## src/rtl/ifu_pkg.sv

```systemverilog
// Shared fetch-stage constants and PC target helpers, reusable by later pipeline stages.
// Helpers work on 64-bit word addresses; callers keep the low PC-width bits (mod 2^PC_WIDTH).
package ifu_pkg;

    localparam int INSTR_W = 32;
    localparam int JADDR_W = 26;
    localparam int IMM_W   = 16;

    function automatic logic [63:0] sext_imm(input logic [IMM_W-1:0] imm);
        return {{(64-IMM_W){imm[IMM_W-1]}}, imm};
    endfunction

    // Branch offsets are relative to the sequential pc (no delay slot).
    function automatic logic [63:0] branch_target(input logic [63:0]      pc,
                                                  input logic [IMM_W-1:0] imm);
        return pc + 64'd1 + sext_imm(imm);
    endfunction

    // Upper bits come from the sequential pc; for narrow PCs truncation leaves addr only.
    function automatic logic [63:0] jump_target(input logic [63:0]        pc,
                                                input logic [JADDR_W-1:0] addr);
        logic [63:0] seq;
        seq = pc + 64'd1;
        return {seq[63:JADDR_W], addr};
    endfunction

endpackage

```

## src/rtl/ifu_fifo.sv

```systemverilog
// Synchronous FIFO with flush; push/pop take effect on the next edge, no read bypass.
// Flush wins over push and pop; push when full and pop when empty are ignored.
module ifu_fifo #(
    parameter int WIDTH = 62,
    parameter int DEPTH = 4
) (
    input  logic                   clk,
    input  logic                   rst,
    input  logic                   push,
    input  logic [WIDTH-1:0]       push_dat,
    input  logic                   pop,
    input  logic                   flush,
    output logic [WIDTH-1:0]       pop_dat,
    output logic                   full,
    output logic                   empty,
    output logic [$clog2(DEPTH):0] count
);

    localparam int AW = $clog2(DEPTH);
    localparam int CW = AW + 1;

    logic [WIDTH-1:0] mem [DEPTH];
    logic [AW-1:0]    wr_ptr;
    logic [AW-1:0]    rd_ptr;
    logic [CW-1:0]    cnt;
    logic             do_push;
    logic             do_pop;

    assign full    = (cnt == CW'(DEPTH));
    assign empty   = (cnt == '0);
    assign count   = cnt;
    assign pop_dat = mem[rd_ptr];
    assign do_push = push & ~full & ~flush;
    assign do_pop  = pop & ~empty & ~flush;

    always_ff @(posedge clk or posedge rst) begin
        if (rst) begin
            wr_ptr <= '0;
            rd_ptr <= '0;
            cnt    <= '0;
        end else if (flush) begin
            wr_ptr <= '0;
            rd_ptr <= '0;
            cnt    <= '0;
        end else begin
            if (do_push) wr_ptr <= wr_ptr + AW'(1);
            if (do_pop)  rd_ptr <= rd_ptr + AW'(1);
            cnt <= cnt + CW'(do_push) - CW'(do_pop);
        end
    end

    // Storage needs no reset: entries are only read once written.
    always_ff @(posedge clk) begin
        if (do_push) mem[wr_ptr] <= push_dat;
    end

endmodule

```

## src/rtl/ifu_pipe.sv

```systemverilog
// Decoupled fetch: credit-limited imem requests, buffered words to decode, redirect squash.
// Fetch-to-decode = memory latency + 1; requests stop once outstanding+buffered reaches DEPTH.
module ifu_pipe
    import ifu_pkg::*;
#(
    parameter int                  PC_WIDTH = 30,
    parameter logic [PC_WIDTH-1:0] RESET_PC = '0,
    parameter int                  DEPTH    = 4
) (
    input  logic                 clk,
    input  logic                 reset,
    output logic                 imem_req,
    output logic [PC_WIDTH+1:0]  imem_addr,
    input  logic                 imem_ready,
    input  logic                 imem_rvalid,
    input  logic [INSTR_W-1:0]   imem_rdata,
    output logic                 instr_valid,
    output logic [INSTR_W-1:0]   instruction,
    output logic [PC_WIDTH-1:0]  instr_pc,
    input  logic                 instr_ready,
    input  logic                 is_jump,
    input  logic                 is_branch,
    input  logic [IMM_W-1:0]     imm16,
    input  logic [JADDR_W-1:0]   addr26
);

    localparam int                  CW      = $clog2(DEPTH) + 1;
    localparam logic [CW-1:0]       DEPTH_C = CW'(DEPTH);
    localparam logic [PC_WIDTH-1:0] PC_ONE  = 1;

    logic [PC_WIDTH-1:0]         fetch_pc, fetch_pc_nx;
    logic [PC_WIDTH-1:0]         tail_pc, tail_pc_nx;
    logic [CW-1:0]               credits, credits_nx;
    logic [CW-1:0]               drop_cnt, drop_nx;
    logic [CW-1:0]               fifo_cnt;
    logic [CW-1:0]               inflight;
    logic [PC_WIDTH+INSTR_W-1:0] head_dat;
    logic [PC_WIDTH-1:0]         head_pc;
    logic [PC_WIDTH-1:0]         target;
    logic                        fifo_empty, fifo_full;
    logic                        accept, consume, redirect, dropping, push;

    assign head_pc     = head_dat[PC_WIDTH+INSTR_W-1:INSTR_W];
    assign instr_valid = ~fifo_empty & ~reset;
    assign instruction = instr_valid ? head_dat[INSTR_W-1:0] : '0;
    assign instr_pc    = instr_valid ? head_pc : '0;
    assign imem_req    = (credits < DEPTH_C) & ~reset;
    assign imem_addr   = reset ? '0 : {fetch_pc, 2'b00};

    assign accept   = imem_req & imem_ready;
    assign consume  = instr_valid & instr_ready;
    assign redirect = consume & (is_jump | is_branch);
    // A word arriving with a redirect belongs to the old path.
    assign dropping = imem_rvalid & (redirect | (drop_cnt != '0));
    assign push     = imem_rvalid & ~dropping & ~fifo_full;
    assign inflight = credits - fifo_cnt;

    always_comb begin
        target = is_jump ? PC_WIDTH'(jump_target(64'(head_pc), addr26))
                         : PC_WIDTH'(branch_target(64'(head_pc), imm16));
    end

    always_comb begin
        fetch_pc_nx = fetch_pc;
        tail_pc_nx  = tail_pc;
        credits_nx  = credits;
        drop_nx     = drop_cnt;
        if (redirect) begin
            // Everything still in flight after this edge is wrong-path.
            fetch_pc_nx = target;
            tail_pc_nx  = target;
            drop_nx     = inflight + CW'(accept) - CW'(imem_rvalid);
            credits_nx  = drop_nx;
        end else begin
            if (accept)   fetch_pc_nx = fetch_pc + PC_ONE;
            if (push)     tail_pc_nx  = tail_pc + PC_ONE;
            if (dropping) drop_nx     = drop_cnt - CW'(1);
            credits_nx = credits + CW'(accept) - CW'(consume) - CW'(dropping);
        end
    end

    always_ff @(posedge clk or posedge reset) begin
        if (reset) begin
            fetch_pc <= RESET_PC;
            tail_pc  <= RESET_PC;
            credits  <= '0;
            drop_cnt <= '0;
        end else begin
            fetch_pc <= fetch_pc_nx;
            tail_pc  <= tail_pc_nx;
            credits  <= credits_nx;
            drop_cnt <= drop_nx;
        end
    end

    ifu_fifo #(
        .WIDTH (PC_WIDTH + INSTR_W),
        .DEPTH (DEPTH)
    ) u_fifo (
        .clk      (clk),
        .rst      (reset),
        .push     (push),
        .push_dat ({tail_pc, imem_rdata}),
        .pop      (consume),
        .flush    (redirect),
        .pop_dat  (head_dat),
        .full     (fifo_full),
        .empty    (fifo_empty),
        .count    (fifo_cnt)
    );

endmodule

```

## config.mk

```make
export PLATFORM = sky130hd
export DESIGN_NAME = ifu_pipe
export DESIGN_NICKNAME = d
export VERILOG_FILES = /design/src/rtl/ifu_pkg.sv /design/src/rtl/ifu_fifo.sv /design/src/rtl/ifu_pipe.sv
export SDC_FILE = /design/constraint.sdc
export NUM_CORES = 1
export LEC_CHECK = 0
export CELL_PAD_IN_SITES_DETAIL_PLACEMENT = 1
export CELL_PAD_IN_SITES_GLOBAL_PLACEMENT = 1
export CORE_MARGIN = 4
export CORE_UTILIZATION = 47
export CTS_BUF_LIST = sky130_fd_sc_hd__clkbuf_4 sky130_fd_sc_hd__clkbuf_8 sky130_fd_sc_hd__clkbuf_16
export CTS_CLUSTER_DIAMETER = 100
export DETAILED_ROUTE_END_ITERATION = 16
export PLACE_DENSITY = 0.89
export SETUP_SLACK_MARGIN = 0.05
export SYNTH_ARGS = -nofsm -noshare
export SYNTH_HDL_FRONTEND = slang
export SYNTH_SLANG_ARGS = --single-unit
```

## constraint.sdc

```tcl
create_clock -name clk -period 5.9 [get_ports clk]
set_input_delay 1.475 -clock clk [delete_from_list [all_inputs] [get_ports clk]]
set_output_delay 1.475 -clock clk [all_outputs]
set_load 0.02 [all_outputs]
```

Word-level counts from Yosys, hierarchy flattened:

Memories as Yosys holds them, arrays and structs flattened.
Index checks and enable logic that the tools add are counted.
Widths: inputs -> output; s select.

* add/subtract/negate cells: 15
* magnitude comparators: 1
* equality and inequality tests: 1
* multiplexer cells: 18
* bitwise operators: 19
* reductions and logical operators: 7

Operators by type and width (count)
* $mux 30: 6
* $add 30x1->30 const B: 3
* $mux 32: 2
* $add 30x16->30: 1
* $and 1x1->1: 12
* $mux 3: 4
* $sub 3x1->3: 4
* $reduce_bool 2->1: 5
* $add 3x1->3: 3
* $mux 2: 4
* $not 1->1: 5
* $add 2x1->2 const B: 2
* $eq 3x3->1 const B: 1
* $logic_not 3->1: 1
* $lt 3x3->1 const B: 1
* $reduce_bool 3->1: 1
* $sub 3x1->3 const B: 1
* $sub 3x3->3: 1
* $mux 1: 2
* $or 1x1->1: 2

* register bits: 73
* memory bits (writable): 248
* input port bits: 81
* output and inout port bits: 96
* logic and storage cells: 69
* memories: 1

Memories
* u_fifo.mem: depth 4, width 62, read ports 1, clocked after memory_dff 0, wr ports 1, line ifu_fifo.sv:22 `logic [WIDTH-1:0] mem [DEPTH];`

Longest topological paths before layout:

Gate-level depths: netlist of run 1.

* word-level depth: 15
* mapped depth: 22
* depth with buffers taken out: 18

By module:

A second synthesis of run 1 with hierarchy kept.

* cells, all modules: 1302
* area total of the unflattened synthesis: 16502.1 µm²

By module, submodules not included
* ifu_fifo: times used 1, cells each 372, area each 9491.6 µm², seq. area each 7622.3 µm²
* ifu_pipe: times used 1, cells each 930, area each 7010.5 µm², seq. area each 1651.6 µm²

Least setup slack after synthesis of run 1:

OpenSTA, ideal clock, no wires.

* kind: input to register
* start: in reset
* end: mem u_fifo.mem[0][0], enable pin
* library setup time: 0.426 ns
* arrival time: 4.024 ns
* data required time: 5.474 ns
* slack: 1.449 ns
* stages on the path: 8
* path buffers: 1
* cells stage by stage: nor2_1 nand2_1 clkinv_1 o21ai_0 nand3b_1 clkinv_1 clkbuf_1 and2_1

* word-level cells in the longest chain between the ends: 13
* elaborated cells between the ends (all ways): 14
* those cells by class: mux (2); bitwise (12)

RTL lines
* from (decl): line ifu_pipe.sv:11 `input logic reset,`
* $not 1->1 (*): line ifu_pipe.sv:44 `assign instr_valid = ~fifo_empty & ~reset;`
* $and 1x1->1 (*): line ifu_pipe.sv:44
* $and 1x1->1 (*): line ifu_pipe.sv:51 `assign consume = instr_valid & instr_ready;`
* $and 1x1->1 (*): line ifu_pipe.sv:52 `assign redirect = consume & (is_jump | is_branch);`
* $or 1x1->1: line ifu_pipe.sv:54 `assign dropping = imem_rvalid & (redirect | (drop_cnt != '0));`
* $and 1x1->1: line ifu_pipe.sv:54
* $not 1->1: line ifu_pipe.sv:55 `assign push = imem_rvalid & ~dropping & ~fifo_full;`
* $and 1x1->1 (2 in series): line ifu_pipe.sv:55
* $and 1x1->1: line ifu_fifo.sv:33 `assign do_push = push & ~full & ~flush;`
* $and 1x1->1 (*): line ifu_fifo.sv:33
* $mux 1 (*): line ifu_fifo.sv:54 `if (do_push) mem[wr_ptr] <= push_dat;`
* $mux 1 (implied by the code) (*): line ifu_fifo.sv:54
* to (decl): line ifu_fifo.sv:22

Every way passes the cells marked *; elsewhere a longest branch is shown, timed or not.

Worst setup path after layout of run 1:

* start: reg u_fifo.rd_ptr[0]
* end: reg tail_pc[28]

* word-level cells in the longest chain between the ends: 5

RTL lines
* from (decl): line ifu_fifo.sv:24 `logic [AW-1:0] rd_ptr;`
* from (signal assigned): line ifu_fifo.sv:47 `if (do_pop) rd_ptr <= rd_ptr + AW'(1);`
* $mem_v2 4x62 (*)
* $add 30x1->30 (*): line ifu_pkg.sv:16, ifu_pkg.sv:23
* $add 30x16->30: line ifu_pkg.sv:16 `return pc + 64'd1 + sext_imm(imm);`
* $mux 30 (*): line ifu_pipe.sv:59 `target = is_jump ? PC_WIDTH'(jump_target(64'(head_pc), addr26))`
* $mux 30 (*): line ifu_pipe.sv:68 `if (redirect) begin`
* to (signal assigned): line ifu_pipe.sv:90 `tail_pc <= tail_pc_nx;`
* to (decl): line ifu_pipe.sv:32 `logic [PC_WIDTH-1:0] tail_pc, tail_pc_nx;`

Marks and branches as above.
A chain may end at the register's enable or synchronous reset.

==> results of run 1 <==
[layout make-up]
class	count	area, um^2
multi-input cells	837	6600
clock inverters	14	135
flip-flops and latches	321	9280
clock buffers	45	970
well taps	448	561
fillers	3321	14100
repair buffers	198	1990
inverters	36	135
[power by group through the flow]
stage | sequential (mW) | combinational [mW] | clock [mW]
2_1_floorplan | 3.17 | 2.53 | 0
3_3_place_gp | 3.34 | 3.53 | 0
3_5_place_dp | 3.39 | 3.68 | 0
4_1_cts | 3.35 | 3.73 | 2.14
5_1_grt | 3.42 | 4.04 | 2.25
6_report | 3.37 | 3.73 | 2.11
[worst paths after layout]
check / endpoint / slack [ns] / cells past startpoint
max: tail_pc[28] / 0.77 / 16
min: fetch_pc[17] / 0.56 / 1
max reg2reg: tail_pc[28] / 0.77 / 16
min reg2reg: fetch_pc[17] / 0.56 / 1
max in group asynchronous: u_fifo.rd_ptr[0] / 3.43 / 4
min in group asynchronous: fetch_pc[9] / 1.65 / 3
[sequential cells by signal (all words and copies together), names as in the netlist]
register	cells
u_fifo.mem	248
fetch_pc	30
tail_pc	30
credits	3
drop_cnt	3
u_fifo.count	3
u_fifo.rd_ptr	2
u_fifo.wr_ptr	2
[synthesized netlist by cell type, drive strengths merged, types with 33 or more instances]
cell type  number
edfxtp        248
nand2          85
and2           77
dfrtp          73
a21oi          72
nor2           71
mux4           62
xnor2          55
ha             49
xor2           41
o21ai          39
clkbuf         37
nor2b          37
nand3          35
inv            33
[through the flow]
stage | util | std cells | power, mW | instance area (um^2) | worst slack [ns]
6_report | 0.582 | 1899 | 9.20 | 19700 | 0.770
5_1_grt | 0.582 | 1899 | 9.71 | 19700 | 0.375
4_1_cts | 0.582 | 1899 | 9.22 | 19700 | 0.787
3_5_place_dp | 0.550 | 1840 | 7.07 | 18600 | 0.792
3_3_place_gp | 0.550 | 1840 | 6.87 | 18600 | 0.940
2_1_floorplan | - | 1249 | 5.70 | 16200 | 1.45
[logic make-up after synthesis]
group	synth area share
simple gates	0.128
flops	0.571
compound gates	0.0902
xor+xnor	0.0523
buf+inv	0.0240
mux	0.0902
fa+ha+maj	0.0439
other cells	0.000231
[metal layers]
metal | vias to the layer above | routed length [um] | global-route usage
li1 | 5038 | - | -
met1 | 5750 | 19700 | 0.335
met2 | 416 | 21500 | 0.389
met3 | 67 | 2680 | 0.0323
met4 | 2 | 956 | 0.0591
met5 | - | 11 | 0
==> impl_metrics.env, run 1 <==
export IMPL_rsz0062_at_grt="false"
export IMPL_cts_resized=0
export IMPL_tns_ns=0
export IMPL_worstPathArrival_ns=5.55
export IMPL_insertion_delay_ns=0.52
export IMPL_ant_nets=0
export IMPL_cp_required_ns=6.32
export IMPL_synth_seq_cells=321
export IMPL_seqPwrFrac=0.366
export IMPL_path_buf_inv=1
export IMPL_syn_inst=1248
export IMPL_synth_edf_count=248
export IMPL_cts_tree="yes"
export IMPL_drtPass1Iterations=5
export IMPL_postCtsSetupBuffers=0
export IMPL_clockRootBuffer="clkbuf_16"
export IMPL_p_sw_frac=0.372
export IMPL_regToRegStartpoint="u_fifo.rd_ptr[0]"
export IMPL_dieArea_mm2=0.0376
export IMPL_die_y_um=194
export IMPL_finalCriticalPeriod_ns=5.13
export IMPL_drive_above_1_share=0.116
export IMPL_maxCapViolations=0
export IMPL_antenna_found_initial=2
export IMPL_yosys_top_cells_area="edfxtp_1 (46%), dfrtp_1 (11%), mux4_2 (8.0%), ha_1 (3.8%), and2_1 (2.9%)"
export IMPL_clk_path_buf_depth=3
export IMPL_worstPathMaxFanout=20
export IMPL_max_freq_mhz=195
export IMPL_synth_cell_types=71
export IMPL_core_area_mm2=0.0338
export IMPL_crit_path_start_kind="flop"
export IMPL_p_clk_frac=0.229
export IMPL_status="finished, final reports clean"
export IMPL_peakVddDrop_v=0.000211
export IMPL_period_share=0.870
export IMPL_htreeDepth=2
export IMPL_grt_pass1_wl_mm=70.0
export IMPL_die_w_um=194
export IMPL_io_pins=177
export IMPL_holdWs_ns=0.558
export IMPL_final_common_cell="edfxtp_1"
export IMPL_synth_top_area_cell="edfxtp_1"
export IMPL_post_synth_top_area_fraction=0.459
export IMPL_slew_headroom=0.440
export IMPL_synth_ff_type="edfxtp_1"
export IMPL_grt_use_total=0.236
export IMPL_dp_hpwl_mm=32.3
export IMPL_tightest_slew_ns=0.836
export IMPL_cts_sinks=321
export IMPL_initial_utilization=0.481
export IMPL_drtIter0Drc=787
export IMPL_cpLargestDelayFamily="compound AO/OA/AOI/OAI gates"
export IMPL_drc_errors=0
export IMPL_layout_common_cells="edfxtp_1 (248), clkdlybuf4s50_1 (173), nand2_1 (85), a21oi_1 (72), and2_1 (72)"
export IMPL_synth_area_per_cell_um2=13.0
export IMPL_internal_power_mw=5.78
export IMPL_syn2layout_area_growth_pct=21.2
export IMPL_critPathLaunch="u_fifo.rd_ptr[0]"
export IMPL_grt_ovfl_total=0
export IMPL_critPathKind="reg2reg"
export IMPL_ctsHoldBuffers=0
export IMPL_yosysWarnings=0
export IMPL_ys_seq_area_frac=0.571
export IMPL_setup_viol=0
export IMPL_drv_slew=0
export IMPL_leakagePower_nw=7.03
export IMPL_io_buffers=174
export IMPL_async_flop_share=0.227
export IMPL_grt_pass1_vias=12100
export IMPL_fin_skew_ns=0.0198
export IMPL_p_sw_mw=3.42
export IMPL_vias=11300
export IMPL_hp_class="reg2reg"
export IMPL_critical_path_slowest_cell="mux4_1"
export IMPL_finalHoldViolations=0
export IMPL_viasPerCell=5.94
export IMPL_path_clk_slew_ns=0.06
export IMPL_fp_row_count=67
export IMPL_critical_path_max_stage_delay_ns=0.72
export IMPL_syn_area_mm2=0.0162
export IMPL_wl_per_cell_um=23.6
export IMPL_cts_buffers=34
export IMPL_antennaDiodeCount=0
export IMPL_grt_max_degree=74
export IMPL_wirelength_mm=44.8
export IMPL_gp_congestion=0.883
export IMPL_worstHoldStart="fetch_pc[17]"
export IMPL_power_density_mw_per_mm2=468
export IMPL_nets=1563
export IMPL_endpoint_kind="flop"
export IMPL_power_frac_comb=0.405
export IMPL_critical_path_cell_chain="buf_4 > mux4_1 > and3_4 > nand2_1 > nor2_1 > xor2_1 > ha_1 > a21oi_1 > o21ai_0 > a221oi_1 > nand3b_1 > o221ai_1 > o21ai_0 > xor2_1 > a21oi_1 > a211oi_2"
(Power assumes the default switching activity.)
==> inputs of run 2 (changes only) <==
--- a/config.mk
+++ b/config.mk
@@ -7,13 +7,14 @@
 export LEC_CHECK = 0
 export CELL_PAD_IN_SITES_DETAIL_PLACEMENT = 1
 export CELL_PAD_IN_SITES_GLOBAL_PLACEMENT = 1
-export CORE_MARGIN = 4
+export CORE_MARGIN = 2
 export CORE_UTILIZATION = 47
 export CTS_BUF_LIST = sky130_fd_sc_hd__clkbuf_4 sky130_fd_sc_hd__clkbuf_8 sky130_fd_sc_hd__clkbuf_16
 export CTS_CLUSTER_DIAMETER = 100
 export DETAILED_ROUTE_END_ITERATION = 16
-export PLACE_DENSITY = 0.89
+export PLACE_DENSITY = 0.8
 export SETUP_SLACK_MARGIN = 0.05
+export SLEW_MARGIN = 0
 export SYNTH_ARGS = -nofsm -noshare
 export SYNTH_HDL_FRONTEND = slang
 export SYNTH_SLANG_ARGS = --single-unit
==> run 2 against run 1 <==
  * Highest routed layer unchanged
  * Register-to-register slack is essentially flat
  * Hold slack lost 0.0055 ns
  * Largest power group unchanged
  * Maximum frequency is essentially flat
  * Routed wire length grew 0.79%
  * Combinational power is essentially flat
  * Total power shrank 0.45%
  * Flip-flop and latch count is the same
  * Sequential power is essentially flat
  * Sequential share of layout area grew 0.14 points
  * Worst setup slack gained 0.0038 ns
==> impl_metrics.env, run 2 (synthesis results as in run 1) <==
export IMPL_cp_required_ns=6.33
export IMPL_place_inst=1844
export IMPL_grt_max_degree=74
export IMPL_maxCapViolations=0
export IMPL_drtIter0Drc=679
export IMPL_wl_per_cell_um=23.7
export IMPL_tns_ns=0
export IMPL_endpoint_kind="flop"
export IMPL_worstPathMaxFanout=29
export IMPL_status="finished, final reports clean"
export IMPL_grt_use_total=0.257
export IMPL_drv_slew=0
export IMPL_max_freq_mhz=195
export IMPL_ant_nets=0
export IMPL_largest_register_ffs=248
export IMPL_ctsHoldBuffers=0
export IMPL_hp_class="reg2reg"
export IMPL_rsz0062_at_grt="false"
export IMPL_tightest_slew_ns=0.832
export IMPL_nets=1561
export IMPL_peakVddDrop_v=0.000237
export IMPL_slew_headroom=0.443
export IMPL_power_density_mw_per_mm2=467
export IMPL_dp_hpwl_mm=32.1
export IMPL_postCtsSetupBuffers=0
export IMPL_cts_tree="yes"
export IMPL_layout_common_cells="edfxtp_1 (248), clkdlybuf4s50_1 (173), nand2_1 (85), a21oi_1 (72), and2_1 (72)"
export IMPL_finalCriticalPeriod_ns=5.13
export IMPL_critPathKind="reg2reg"
export IMPL_drive_above_1_share=0.115
export IMPL_path_clk_slew_ns=0.06
export IMPL_leakagePower_nw=7.00
export IMPL_cts_buffers=35
export IMPL_period_share=0.869
export IMPL_cts_resized=0
export IMPL_clockRootBuffer="clkbuf_16"
export IMPL_io_pins=177
export IMPL_die_w_um=190
export IMPL_io_buffers=174
export IMPL_antennaDiodeCount=0
export IMPL_fp_row_count=68
export IMPL_final_common_cell="edfxtp_1"
export IMPL_insertion_delay_ns=0.52
export IMPL_die_y_um=190
export IMPL_viasPerCell=5.80
export IMPL_grt_pass1_vias=11900
export IMPL_wirelength_mm=45.2
export IMPL_setup_viol=0
export IMPL_drc_errors=0
export IMPL_cts_sinks=321
export IMPL_reg_top3="u_fifo.mem x248, fetch_pc x30, tail_pc x30"
export IMPL_crit_path_start_kind="flop"
export IMPL_drtPass1Iterations=5
export IMPL_grt_pass1_wl_mm=70.6
export IMPL_fin_skew_ns=0.00991
export IMPL_initial_utilization=0.473
export IMPL_gp_congestion=0.859
export IMPL_core_area_mm2=0.0343
export IMPL_finalHoldViolations=0
export IMPL_finalNonFillerCells=1904
export IMPL_dieArea_mm2=0.0360
export IMPL_antenna_found_initial=1
export IMPL_fillers=3424
export IMPL_htreeDepth=2
export IMPL_vias=11000
export IMPL_top_register="u_fifo.mem"
export IMPL_worstPathArrival_ns=5.56
export IMPL_grt_ovfl_total=0
export IMPL_clk_path_buf_depth=3
export IMPL_syn2layout_area_growth_pct=20.8
-- run 2: final timing paths --
path                                        from          endpoint  slack [ns]  cells past startpoint
worst max-delay path            u_fifo.rd_ptr[0]       tail_pc[28]        0.77                     16
max in group asynchronous                  reset  u_fifo.rd_ptr[0]        3.06                      4
worst min register to register      fetch_pc[17]      fetch_pc[17]        0.55                      1
min in group asynchronous                  reset      fetch_pc[28]        1.72                      3
worst min-delay path                fetch_pc[17]      fetch_pc[17]        0.55                      1
worst max register to register  u_fifo.rd_ptr[0]       tail_pc[28]        0.77                     16
-- run 2: layout make-up --
class | count | area [um^2] | area share
clock buffer | 51 | 1020 | 0.0520
clock inverter | 9 | 53.8 | 0.00274
inverter | 36 | 135 | 0.00689
multi-input combinational | 837 | 6600 | 0.337
sequential | 321 | 9280 | 0.473
tap | 455 | 569 | 0.0290
timing repair buffer | 195 | 1960 | 0.0998
-- run 2: metal layers --
metal	global-route usage	up-vias	share of wire	routed length, um
met5	0	-	0.00029	13
met4	0.0555	2	0.019	862
met3	0.0356	63	0.048	2150
met2	0.423	313	0.48	21600
met1	0.368	5635	0.45	20500
li1	-	5035	-	-
-- run 2: metrics by stage --
stage | power, mW | hold WS [ns] | instance area [um^2] | utilization | setup slack [ns]
finish | 9.16 | 0.552 | 19600 | 0.572 | 0.773
floorplan | 5.70 | 0.490 | 16200 | - | 1.45
global placement | 6.94 | 0.530 | 18500 | 0.541 | 1.03
detailed placement | 7.08 | 0.537 | 18500 | 0.541 | 0.872
CTS | 9.19 | 0.553 | 19600 | 0.572 | 0.803
global route | 9.67 | 0.573 | 19600 | 0.572 | 0.467
-- run 2: critical path, stage by stage (launching register included) --
cell and delay, ns:
dfrtp_4 0.83, mux4_2 0.71, and4_4 0.25, and3_4 0.21, nand2_1 0.16, nor2_1 0.08
xor2_1 0.15, ha_1 0.39, a21oi_1 0.21, o21ai_0 0.19, a221oi_1 0.46, nand3b_1 0.13
o221ai_1 0.27, o21ai_0 0.17, xor2_1 0.38, a21oi_1 0.19, a211oi_2 0.23
-- run 2: power by group --
group	internal, mW	switching (mW)	total (mW)
Combinational	1.64	2.07	3.71
Sequential	2.90	0.485	3.38
Clock	1.20	0.872	2.07
Total	5.73	3.43	9.16
==> inputs of run 3 (changes only) <==
--- a/config.mk
+++ b/config.mk
@@ -5,14 +5,12 @@
 export SDC_FILE = /design/constraint.sdc
 export NUM_CORES = 1
 export LEC_CHECK = 0
-export CELL_PAD_IN_SITES_DETAIL_PLACEMENT = 1
-export CELL_PAD_IN_SITES_GLOBAL_PLACEMENT = 1
 export CORE_MARGIN = 2
-export CORE_UTILIZATION = 47
+export CORE_UTILIZATION = 57
 export CTS_BUF_LIST = sky130_fd_sc_hd__clkbuf_4 sky130_fd_sc_hd__clkbuf_8 sky130_fd_sc_hd__clkbuf_16
 export CTS_CLUSTER_DIAMETER = 100
 export DETAILED_ROUTE_END_ITERATION = 16
-export PLACE_DENSITY = 0.8
+export PLACE_DENSITY = 0.79
 export SETUP_SLACK_MARGIN = 0.05
 export SLEW_MARGIN = 0
 export SYNTH_ARGS = -nofsm -noshare
==> run 3 against run 2 <==
  * Maximum frequency decreased by 0.24%
  * Global-route usage increased by 0.40 points
  * Clock-buffer cell count decreased by 9
  * Total power decreased by 1.3%
  * Final cell count decreased by 3.7%
  * Register-to-register slack about the same
  * Routed wire length decreased by 14%
  * Cell area about the same
  * Critical path depth unchanged
  * Hold slack got worse by 0.0052 ns
  * Largest power group unchanged
==> impl_metrics.env, run 3 (synthesis results as in run 1) <==
export IMPL_leakagePower_nw=7.03
export IMPL_rsz0062_at_grt="false"
export IMPL_drive_above_1_share=0.117
export IMPL_dieArea_mm2=0.0298
export IMPL_min_path_cells=2
export IMPL_p_sw_frac=0.362
export IMPL_p_sw_mw=3.27
export IMPL_drv_slew=0
export IMPL_postCtsSetupBuffers=0
export IMPL_ctsHoldBuffers=0
export IMPL_syn2layout_area_growth_pct=20.8
export IMPL_drc_errors=0
export IMPL_cts_tree="yes"
export IMPL_layout_common_cells="edfxtp_1 (248), clkdlybuf4s50_1 (173), nand2_1 (85), a21oi_1 (72), and2_1 (72)"
export IMPL_finalCriticalPeriod_ns=5.14
export IMPL_ant_nets=0
export IMPL_vias=11000
export IMPL_critical_path_cell_chain="buf_4 > mux4_1 > and3_4 > nand2_1 > nor2_1 > xor2_1 > ha_1 > a21oi_1 > o21ai_0 > a221oi_1 > nand3b_1 > o221ai_1 > o21ai_0 > xor2_1 > a21oi_1 > a211oi_2"
export IMPL_status="finished, final reports clean"
export IMPL_htreeDepth=2
export IMPL_viasPerCell=5.99
export IMPL_largest_register_ffs=248
export IMPL_gp_congestion=0.958
export IMPL_peakVddDrop_v=0.000305
export IMPL_clk_path_buf_depth=3
export IMPL_initial_utilization=0.581
export IMPL_wirelength_mm=38.8
export IMPL_tightest_slew_ns=0.940
export IMPL_power_density_mw_per_mm2=461
export IMPL_top_register="u_fifo.mem"
export IMPL_worst_path_stages=16
export IMPL_antenna_found_initial=3
export IMPL_cp_required_ns=6.35
export IMPL_path_clk_slew_ns=0.06
export IMPL_power_frac_comb=0.392
export IMPL_internal_power_mw=5.77
export IMPL_grt_max_degree=73
export IMPL_cts_resized=0
export IMPL_hp_class="reg2reg"
export IMPL_critical_path_slowest_cell="dfrtp_2"
export IMPL_holdWs_ns=0.547
export IMPL_worstRegToRegCells=16
export IMPL_dp_hpwl_mm=26.7
export IMPL_maxCapViolations=0
export IMPL_crit_path_start_kind="flop"
export IMPL_insertion_delay_ns=0.53
export IMPL_critPathKind="reg2reg"
export IMPL_die_y_um=173
export IMPL_slew_headroom=0.372
export IMPL_io_buffers=174
export IMPL_io_pins=177
export IMPL_drtIter0Drc=1267
export IMPL_tns_ns=0
export IMPL_worstPathMaxFanout=33
export IMPL_reg_top3="u_fifo.mem x248, fetch_pc x30, tail_pc x30"
export IMPL_fin_skew_ns=0.0243
export IMPL_period_share=0.871
export IMPL_cpLargestDelayFamily="compound AO/OA/AOI/OAI gates"
export IMPL_path_buf_inv=1
export IMPL_die_w_um=173
export IMPL_utilization=0.702
export IMPL_finalHoldViolations=0
export IMPL_worstPathArrival_ns=5.59
export IMPL_grt_pass1_wl_mm=61.1
export IMPL_p_clk_frac=0.238
export IMPL_clockRootBuffer="clkbuf_16"
export IMPL_core_area_mm2=0.0279
export IMPL_cts_sinks=321
export IMPL_endpoint_kind="flop"
export IMPL_wl_per_cell_um=21.2
export IMPL_critical_path_max_stage_delay_ns=0.68
export IMPL_final_common_cell="edfxtp_1"
export IMPL_drtPass1Iterations=6
export IMPL_grt_ovfl_total=0
export IMPL_grt_use_total=0.261
export IMPL_cts_buffers=35
export IMPL_setup_viol=0
export IMPL_seqPwrFrac=0.370
export IMPL_fp_row_count=61
export IMPL_max_freq_mhz=195
export IMPL_nets=1562
export IMPL_grt_pass1_vias=11000
-- run 3: cell types whose count changed in the layout (fill, tap and decap cells not counted), moves of 2 or more --
cell	before	now
clkinv_2	2	9
bufinv_16	0	2
clkbuf_4	14	4
inv_16	0	2
clkbuf_8	1	3
diode_2	0	3
-- run 3: final cells by class --
type	count	area [um^2]
sequential	321	9280
fill	1924	8330
multi-input combinational	837	6600
timing repair buffer	196	1980
clock buffer	42	947
tap	378	473
clock inverter	20	188
inverter	36	135
antenna	3	7.51
-- run 3: tightest hold or removal path, stage by stage, from the launching register on --
cell and delay (ns):
dfrtp_1 0.37, nor2_1 0.06, nor2_1 0.08
-- run 3: stage by stage --
stage | cells | power [mW] | worst slack, ns | area (um^2)
floorplan | 1249 | 5.70 | 1.45 | 16200
global placement | 1768 | 6.81 | 0.936 | 18500
detailed placement | 1768 | 6.90 | 0.874 | 18500
CTS | 1830 | 9.06 | 0.811 | 19600
global route | 1833 | 9.52 | 0.489 | 19600
finish | 1833 | 9.04 | 0.761 | 19600
-- run 3: path summary, 6_finish.rpt --
path | from | endpoint | slack, ns
max | u_fifo.rd_ptr[1] | tail_pc[28] | 0.76
min | fetch_pc[13] | fetch_pc[13] | 0.55
max reg2reg | u_fifo.rd_ptr[1] | tail_pc[28] | 0.76
min reg2reg | fetch_pc[13] | fetch_pc[13] | 0.55
max in group asynchronous | reset | tail_pc[2] | 3.10
min in group asynchronous | reset | fetch_pc[25] | 1.81
-- run 3: power by group through the flow --
| stage | sequential [mW] | clock (mW) | combinational [mW] |
|---|---|---|---|
| floorplan | 3.17 | 0 | 2.53 |
| global placement | 3.35 | 0 | 3.46 |
| detailed placement | 3.38 | 0 | 3.52 |
| CTS | 3.34 | 2.17 | 3.55 |
| global route | 3.39 | 2.27 | 3.86 |
| finish | 3.34 | 2.15 | 3.55 |
-- run 3: routing by layer --
layer  track usage  wire (um)  vias up
met5             0          0        -
met4        0.0953       1260        0
met3        0.0358       2400       86
met2         0.432      19300      446
met1         0.359      15900     5400
li1              -          -     5052
